### src/rtl/fwd_pkg.sv
// Shared encodings and types for the forwarding/hazard unit: operand-select codes,
// stall FSM states and the write-back history entry layout.
package fwd_pkg;

  localparam logic [1:0] FWD_REGFILE = 2'd0;
  localparam logic [1:0] FWD_MEMWB   = 2'd1;
  localparam logic [1:0] FWD_EXMEM   = 2'd2;
  localparam logic [1:0] FWD_HIST    = 2'd3;

  localparam int DEF_REG_AW = 5;
  localparam int DEF_DATA_W = 32;

  typedef enum logic {
    ST_IDLE  = 1'b0,
    ST_STALL = 1'b1
  } fsm_state_t;

  // History entry at the default pipeline geometry; the top keeps its fields as
  // parallel vectors so REG_AW/DATA_W stay free parameters.
  typedef struct packed {
    logic                  valid;
    logic [DEF_REG_AW-1:0] rd;
    logic [DEF_DATA_W-1:0] data;
  } hist_entry_t;

endpackage

### src/rtl/fwd_src_match.sv
// Per-operand forwarding select: EX/MEM > MEM/WB > youngest history hit > regfile.
// History data is driven only when the history path is chosen, otherwise zero.
module fwd_src_match
  import fwd_pkg::*;
#(
  parameter int REG_AW = 5,
  parameter int DATA_W = 32,
  parameter int HIST_N = 1
) (
  input  logic [REG_AW-1:0]        i_src_addr,
  input  logic                     i_ex_mem_we,
  input  logic [REG_AW-1:0]        i_ex_mem_rd,
  input  logic                     i_mem_wb_we,
  input  logic [REG_AW-1:0]        i_mem_wb_rd,
  input  logic [HIST_N-1:0]        i_hist_valid,
  input  logic [HIST_N*REG_AW-1:0] i_hist_rd,
  input  logic [HIST_N*DATA_W-1:0] i_hist_data,
  output logic [1:0]               o_sel,
  output logic [DATA_W-1:0]        o_hist_data
);

  logic              w_src_nz;
  logic              w_hit_exmem;
  logic              w_hit_memwb;
  logic [HIST_N-1:0] w_hit_hist;

  assign w_src_nz    = (i_src_addr != '0);
  assign w_hit_exmem = w_src_nz && i_ex_mem_we && (i_ex_mem_rd == i_src_addr);
  assign w_hit_memwb = w_src_nz && i_mem_wb_we && (i_mem_wb_rd == i_src_addr);

  genvar gi;
  generate
    for (gi = 0; gi < HIST_N; gi++) begin : g_hit
      assign w_hit_hist[gi] = w_src_nz && i_hist_valid[gi] &&
                              (i_hist_rd[gi*REG_AW +: REG_AW] == i_src_addr);
    end
  endgenerate

  // Walk oldest to youngest so the youngest hit overwrites; pipeline hits override last.
  always_comb begin
    o_sel       = FWD_REGFILE;
    o_hist_data = '0;
    for (int k = HIST_N - 1; k >= 0; k--) begin
      if (w_hit_hist[k]) begin
        o_sel       = FWD_HIST;
        o_hist_data = i_hist_data[k*DATA_W +: DATA_W];
      end
    end
    if (w_hit_memwb) begin
      o_sel       = FWD_MEMWB;
      o_hist_data = '0;
    end
    if (w_hit_exmem) begin
      o_sel       = FWD_EXMEM;
      o_hist_data = '0;
    end
  end

endmodule

### src/rtl/fwd_hazard_unit.sv
// Forwarding and load-use hazard unit: per-operand bypass selection with a short
// retired write-back history, plus a counted stall/bubble FSM for load-use hazards.
module fwd_hazard_unit
  import fwd_pkg::*;
#(
  parameter int REG_AW     = 5,
  parameter int DATA_W     = 32,
  parameter int NUM_SRC    = 2,
  parameter int WB_HIST    = 1,
  parameter int LOAD_STALL = 1
) (
  input  logic                      clk,
  input  logic                      rst_n,
  input  logic                      hold_i,
  input  logic [NUM_SRC*REG_AW-1:0] id_src_addr,
  input  logic [NUM_SRC-1:0]        id_src_used,
  input  logic [NUM_SRC*REG_AW-1:0] ex_src_addr,
  input  logic                      id_ex_mem_read,
  input  logic [REG_AW-1:0]         id_ex_rd,
  input  logic                      ex_mem_reg_write,
  input  logic [REG_AW-1:0]         ex_mem_rd,
  input  logic                      mem_wb_reg_write,
  input  logic [REG_AW-1:0]         mem_wb_rd,
  input  logic [DATA_W-1:0]         mem_wb_data,
  output logic [NUM_SRC*2-1:0]      fwd_sel,
  output logic [NUM_SRC*DATA_W-1:0] fwd_hist_data,
  output logic                      stall_o,
  output logic                      flush_ex_o
);

  // A depth of zero still needs one (permanently invalid) slot for the match ports.
  localparam int HN = (WB_HIST > 0) ? WB_HIST : 1;
  localparam int CW = $clog2(LOAD_STALL + 1);

  logic [HN-1:0]        r_hist_valid;
  logic [HN*REG_AW-1:0] r_hist_rd;
  logic [HN*DATA_W-1:0] r_hist_data;
  logic                 w_push;

  fsm_state_t           r_state;
  fsm_state_t           w_state_next;
  logic [CW-1:0]        r_cnt;
  logic [CW-1:0]        w_cnt_next;
  logic [NUM_SRC-1:0]   w_src_hz;
  logic                 w_hz;
  logic                 w_bubble;

  assign w_push = !hold_i && mem_wb_reg_write && (mem_wb_rd != '0);

  genvar gi;
  generate
    if (WB_HIST > 0) begin : g_hist
      for (gi = 0; gi < HN; gi++) begin : g_entry
        always_ff @(posedge clk or negedge rst_n) begin
          if (!rst_n) begin
            r_hist_valid[gi]                  <= 1'b0;
            r_hist_rd[gi*REG_AW +: REG_AW]    <= '0;
            r_hist_data[gi*DATA_W +: DATA_W]  <= '0;
          end else if (w_push) begin
            if (gi == 0) begin
              r_hist_valid[gi]                 <= 1'b1;
              r_hist_rd[gi*REG_AW +: REG_AW]   <= mem_wb_rd;
              r_hist_data[gi*DATA_W +: DATA_W] <= mem_wb_data;
            end else begin
              r_hist_valid[gi]                 <= r_hist_valid[gi-1];
              r_hist_rd[gi*REG_AW +: REG_AW]   <= r_hist_rd[(gi-1)*REG_AW +: REG_AW];
              r_hist_data[gi*DATA_W +: DATA_W] <= r_hist_data[(gi-1)*DATA_W +: DATA_W];
            end
          end
        end
      end
    end else begin : g_no_hist
      assign r_hist_valid = '0;
      assign r_hist_rd    = '0;
      assign r_hist_data  = '0;
    end

    for (gi = 0; gi < NUM_SRC; gi++) begin : g_src
      fwd_src_match #(
        .REG_AW (REG_AW),
        .DATA_W (DATA_W),
        .HIST_N (HN)
      ) u_match (
        .i_src_addr  (ex_src_addr[gi*REG_AW +: REG_AW]),
        .i_ex_mem_we (ex_mem_reg_write),
        .i_ex_mem_rd (ex_mem_rd),
        .i_mem_wb_we (mem_wb_reg_write),
        .i_mem_wb_rd (mem_wb_rd),
        .i_hist_valid(r_hist_valid),
        .i_hist_rd   (r_hist_rd),
        .i_hist_data (r_hist_data),
        .o_sel       (fwd_sel[gi*2 +: 2]),
        .o_hist_data (fwd_hist_data[gi*DATA_W +: DATA_W])
      );

      assign w_src_hz[gi] = id_src_used[gi] &&
                            (id_src_addr[gi*REG_AW +: REG_AW] == id_ex_rd);
    end
  endgenerate

  assign w_hz = id_ex_mem_read && (id_ex_rd != '0) && (|w_src_hz);

  always_ff @(posedge clk or negedge rst_n) begin
    if (!rst_n) begin
      r_state <= ST_IDLE;
      r_cnt   <= '0;
    end else begin
      r_state <= w_state_next;
      r_cnt   <= w_cnt_next;
    end
  end

  // The IDLE cycle that detects the hazard is the first bubble; STALL covers the rest.
  always_comb begin
    w_state_next = r_state;
    w_cnt_next   = r_cnt;
    if (!hold_i) begin
      case (r_state)
        ST_IDLE: begin
          if (w_hz && (LOAD_STALL > 1)) begin
            w_state_next = ST_STALL;
            w_cnt_next   = CW'(LOAD_STALL - 1);
          end
        end
        ST_STALL: begin
          if (r_cnt == CW'(1)) begin
            w_state_next = ST_IDLE;
            w_cnt_next   = '0;
          end else begin
            w_cnt_next = r_cnt - CW'(1);
          end
        end
        default: begin
          w_state_next = ST_IDLE;
          w_cnt_next   = '0;
        end
      endcase
    end
  end

  always_comb begin
    w_bubble   = (r_state == ST_STALL) || w_hz;
    stall_o    = rst_n && w_bubble;
    flush_ex_o = rst_n && w_bubble;
  end

endmodule

### config.mk
export PLATFORM = sky130hd
export DESIGN_NAME = fwd_hazard_unit
export DESIGN_NICKNAME = d
export VERILOG_FILES = /design/src/rtl/fwd_pkg.sv /design/src/rtl/fwd_src_match.sv /design/src/rtl/fwd_hazard_unit.sv
export SDC_FILE = /design/constraint.sdc
export NUM_CORES = 1
export LEC_CHECK = 0
export BUFFER_PORTS_ARGS = -buffer_cell sky130_fd_sc_hd__buf_2
export CORE_MARGIN = 5
export CORE_UTILIZATION = 45
export DETAILED_ROUTE_END_ITERATION = 8
export PLACE_DENSITY = 0.81
export SYNTH_ARGS = -nofsm -noshare
export SYNTH_HDL_FRONTEND = slang
export SYNTH_SLANG_ARGS = --single-unit
export TNS_END_PERCENT = 100
### constraint.sdc
create_clock -name clk -period 2 [get_ports clk]
set_input_delay 0.3 -clock clk [delete_from_list [all_inputs] [get_ports clk]]
set_output_delay 0.3 -clock clk [all_outputs]
set_load 0.1 [all_outputs]
==> results of run 1 <==
## metrics by stage
step                hold WS (ns)  utilization
floorplan               0.004409            -
global placement          0.4532       0.9628
detailed placement        0.4452       0.9628
## cells by family after synthesis
group | after synthesis
and+or+nand+nor | 111
xor gates and xnor gates | 41
DFF | 40
AOI/OAI and AO/OA | 10
buffers and inverters | 18
muxes | 32
==> results by group, run 1 <==
Synth
  • Synth unique cells: 32
  • Mapped Cells: 252
  • Sequential share of the synthesized area: 0.3747
  • Largest area contributor in the netlist: dfrtp_1
  • Share of the synthesized area in the top cell type: 0.3747
  • Main combinational cell family by area after synthesis: simple AND/OR/NAND/NOR gates
  • Ys flop type: dfrtp_1
  • Post-synth top cells: 64 x nor3b_1, 40 x dfrtp_1, 21 x xnor2_1
  • Post-synthesis mux area share: 0.1349
  • Synthesis-stage register bit count: 40
  • Syn Nets: 327
  • EDFF count, synth: 0
  • Cell Area, Synth: 2671 um^2
  • Synth Area in Adders: 0
  • Synth Area in Simple Gates: 0.2862
  • Top post-synthesis cells by area: dfrtp_1 37%, nor3b_1 18%, mux2_2 7.6%
  • Ys async rst share: 1.000
  • Most frequent cell after synthesis: nor3b_1
  • Xor/xnor share of the synthesized area: 0.1344
  • Syn_area_per_cell: 10.60 um^2
  • YS warnings: 0
  • Synth Area in Compound Gates: 0.02763

Place
  • Detailed Place HPWL: 9948 um
  • PortBufs: 144
  • Placed Cells: 490
  • GP Congestion: 0.8834
  • Post-Place Cell Area: 5633 um^2
  • Pre-CTS WS: -0.2889 ns

Status
  • Failed at: 4_1_cts
  • Status: did not finish
  • Error: [ERROR DPL-0033] detailed placement checks failed during check placement.

Clocking
  • CTS Hold Bufs: 0
  • H-tree depth: 2
  • Post_cts resized: 5
  • Clk root buf: clkbuf_8
  • Clock sink total: 40
  • Post-CTS Setup Bufs: 2
  • CTS buffer count: 5
  • CTS max path bufs: 2

Floorplan
  • Initial core utilization: 0.4566
  • Row count: 28
  • Die Span Y: 87.05 um
  • Boundary Pins: 145
  • Chip width: 87.05 um
==> run 2: changes to the inputs <==
--- a/config.mk
+++ b/config.mk
@@ -7,9 +7,9 @@
 export LEC_CHECK = 0
 export BUFFER_PORTS_ARGS = -buffer_cell sky130_fd_sc_hd__buf_2
 export CORE_MARGIN = 5
-export CORE_UTILIZATION = 45
+export CORE_UTILIZATION = 40
 export DETAILED_ROUTE_END_ITERATION = 8
-export PLACE_DENSITY = 0.81
+export PLACE_DENSITY_LB_ADDON = 0.15
 export SYNTH_ARGS = -nofsm -noshare
 export SYNTH_HDL_FRONTEND = slang
 export SYNTH_SLANG_ARGS = --single-unit
==> results by group, run 2 <==
Floorplan
  • Row count: 29
  • Core region area: 6422 um^2
  • Die Span Y: 91.72 um
  • Chip width: 91.72 um
  • Die area: 8413 um^2
  • Initial core utilization: 0.4159
  • Boundary Pins: 145

Flow run
  • Max-cap violation count: 0

Timing
  • FMAX: 0.3812 GHz
  • Relative slew slack: 0.6748
  • Actual slew at the worst max-slew pin: 0.4868 ns
  • Final Skew: 0.0002177 ns
  • Hold Violations, Final: 0
  • RSZ-0062 raised after global routing: yes
  • Post-layout min period: 2.623 ns
  • Setup TNS: -37.51 ns
  • Setup violators final: 68
  • Worst setup margin: -0.6233 ns
  • Fin crit share: 1.312
  • Slew Limit Fails: 0

Layout
  • Biggest registers after layout: r_hist_data x32, r_hist_rd x5
  • Flip-flop count of the largest register after layout: 32
  • Most common cell after layout, fill and taps aside: buf_12
  • Final #Nets: 511
  • Antenna Cells: 0
  • Area delta synth->final: 123.0%
  • Layout cells sized above 1: 0.6796
  • Most frequent cells in the layout: 82 x buf_12, 74 x buf_2, 64 x nor3b_4
  • Biggest register: r_hist_data

Critical path
  • Setup crit start: r_hist_rd[2]
  • Arr. time, crit path: 2.32 ns
  • Reg-to-reg startpoint: r_hist_data[10]
  • Critical Path Fanout Max: 21
  • Worst EP required: 1.70 ns
  • Setup crit end: fwd_hist_data[33]
  • R2R depth: 1
  • Worst Setup Start Kind: flop
  • Crit Path Category: reg2out
  • Setup crit end kind: output port
  • R2R setup slack: 1.07 ns
  • Worst r2r dst: r_hist_data[10]

Place
  • PortBufs: 144
  • GP Congestion: 0.8199
  • Pre-CTS WS: -0.2188 ns
  • Detailed Place HPWL: 8445 um

Synth
  • Post-synth top cells: 64 x nor3b_1, 40 x dfrtp_1, 21 x xnor2_1
  • Share of the synthesized area in the top cell type: 0.3747
  • Cell Area, Synth: 2671 um^2
  • Synth unique cells: 32
  • YS warnings: 0
  • Sequential share of the synthesized area: 0.3747
  • Largest area contributor in the netlist: dfrtp_1
  • Ys flop type: dfrtp_1
  • Most frequent cell after synthesis: nor3b_1
  • Synthesis-stage register bit count: 40
  • Top post-synthesis cells by area: dfrtp_1 37%, nor3b_1 18%, mux2_2 7.6%
  • EDFF count, synth: 0
  • Syn_area_per_cell: 10.60 um^2
  • Ys async rst share: 1.000
  • Syn Nets: 327
  • Mapped Cells: 252

Clocking
  • Clk pin slew, worst setup/hold paths: 0.09 ns
  • CTS buffer count: 5
  • CTS tree: built
  • Clock sink total: 40
  • H-tree depth: 2
  • CTS max path bufs: 2
  • Clk root buf: clkbuf_8
  • Insertion delay to the later sink of the worst-skew pair: 0.30 ns

GRT
  • First-pass GRT wire length: 19280 um
  • Largest net degree at the start of global routing: 33
  • Initial antenna violation count: 0
  • Vias in the first global route: 3223
  • GR Util All Layers: 0.2966
  • GRT Residual Overflow: 0

Detailed routing
  • Routed WL: 13270 um
  • Wl on met1: 4671 um
  • Top sig layer: met4
  • Via count: 2938
  • Drt wl/cell: 25.81 um
  • WL met2: 6982 um
  • DR vias/cell: 5.716
  • DRC viols: 0
  • Met3 wire len: 1165 um
  • DR iter-0 viols: 169
  • 1st-pass router iterations: 5
  • ANT nets after route: 0

Pwr
  • Leakage: 2.281 nW
  • VDD IR max: 0.0004159 V
  • Total Power: 3.143 mW
  • Power Density: 527.8 nW/um^2

Status
  • Failing checks: setup timing
  • Status: finished, violations left

Worst hold path
  • Hold crit path type: in2async
-- run 2: worst max-delay path: stages, from the launching register on --
cell and delay [ns]:
dfrtp_1 0.44, xor2_1 0.19, nor4_2 0.31, buf_4 0.18, o2111ai_4 0.15, buf_12 0.24, nor3b_4 0.28, buf_12 0.21
-- run 2: timing repair --
item                       4_1_cts  5_1_grt
setup endpoints to repair       68       68
setup buffers                    5        1
hold endpoints to repair         8        0
gates resized for setup          8        4
hold buffers                     1        0
cloned                           2        0
pin swaps                        2        4
-- run 2: metal layers --
| layer | vias to the layer above | GRT usage |
|---|---|---|
| li1 | 1261 | - |
| met1 | 1452 | 0.3289 |
| met3 | 38 | 0.07774 |
| met4 | 0 | 0.09777 |
| met2 | 187 | 0.5490 |
| met5 | - | 0 |
-- run 2: area by class of cell --
cell class | count | area (um^2)
multi-input combinational | 194 | 2395
fill | 172 | 466.7
clock inverter | 2 | 35.03
timing repair buffer | 194 | 2351
tap | 77 | 96.34
clock buffer | 6 | 72.57
sequential | 40 | 1002
inverter | 1 | 3.754
-- run 2: worst min path at each step --
stage	from	to	slack, ns	cells after the start
CTS	rst_n	r_hist_data[2]	0.09	2
floorplan	rst_n	r_cnt	0.004	0
finish	rst_n	r_hist_data[2]	0.10	2
global placement	rst_n	r_state	0.17	1
global route	rst_n	r_hist_data[2]	0.13	2
detailed placement	rst_n	r_state	0.17	1
-- run 2: per-stage QoR --
stage          utilization  cells  area [um^2]  hold WS (ns)
6_report            0.9273    514         5956        0.1019
2_1_floorplan            -    252         3512      0.004409
3_5_place_dp        0.8833    497         5673        0.1734
4_1_cts             0.9230    513         5928       0.09353
5_1_grt             0.9273    514         5956        0.1263
3_3_place_gp        0.8833    497         5673        0.1718
-- run 2: where the power goes --
| part | switching (mW) | internal, mW | total [mW] |
|---|---|---|---|
| Clock | 0.311 | 0.371 | 0.682 |
| Combinational | 0.753 | 0.664 | 1.42 |
| Sequential | 0.122 | 0.923 | 1.04 |
-- run 2: logic make-up (layout without fill, tap and decap cells) --
group	count (synthesis)	after routing	synth area share
AOI/OAI and AO/OA	10	10	0.02764
xor gates and xnor gates	41	41	0.1344
buffers and inverters	18	203	0.04215
DFF	40	40	0.3747
muxes	32	32	0.1349
and+or+nand+nor	111	111	0.2862
(Power assumes the default switching activity.)
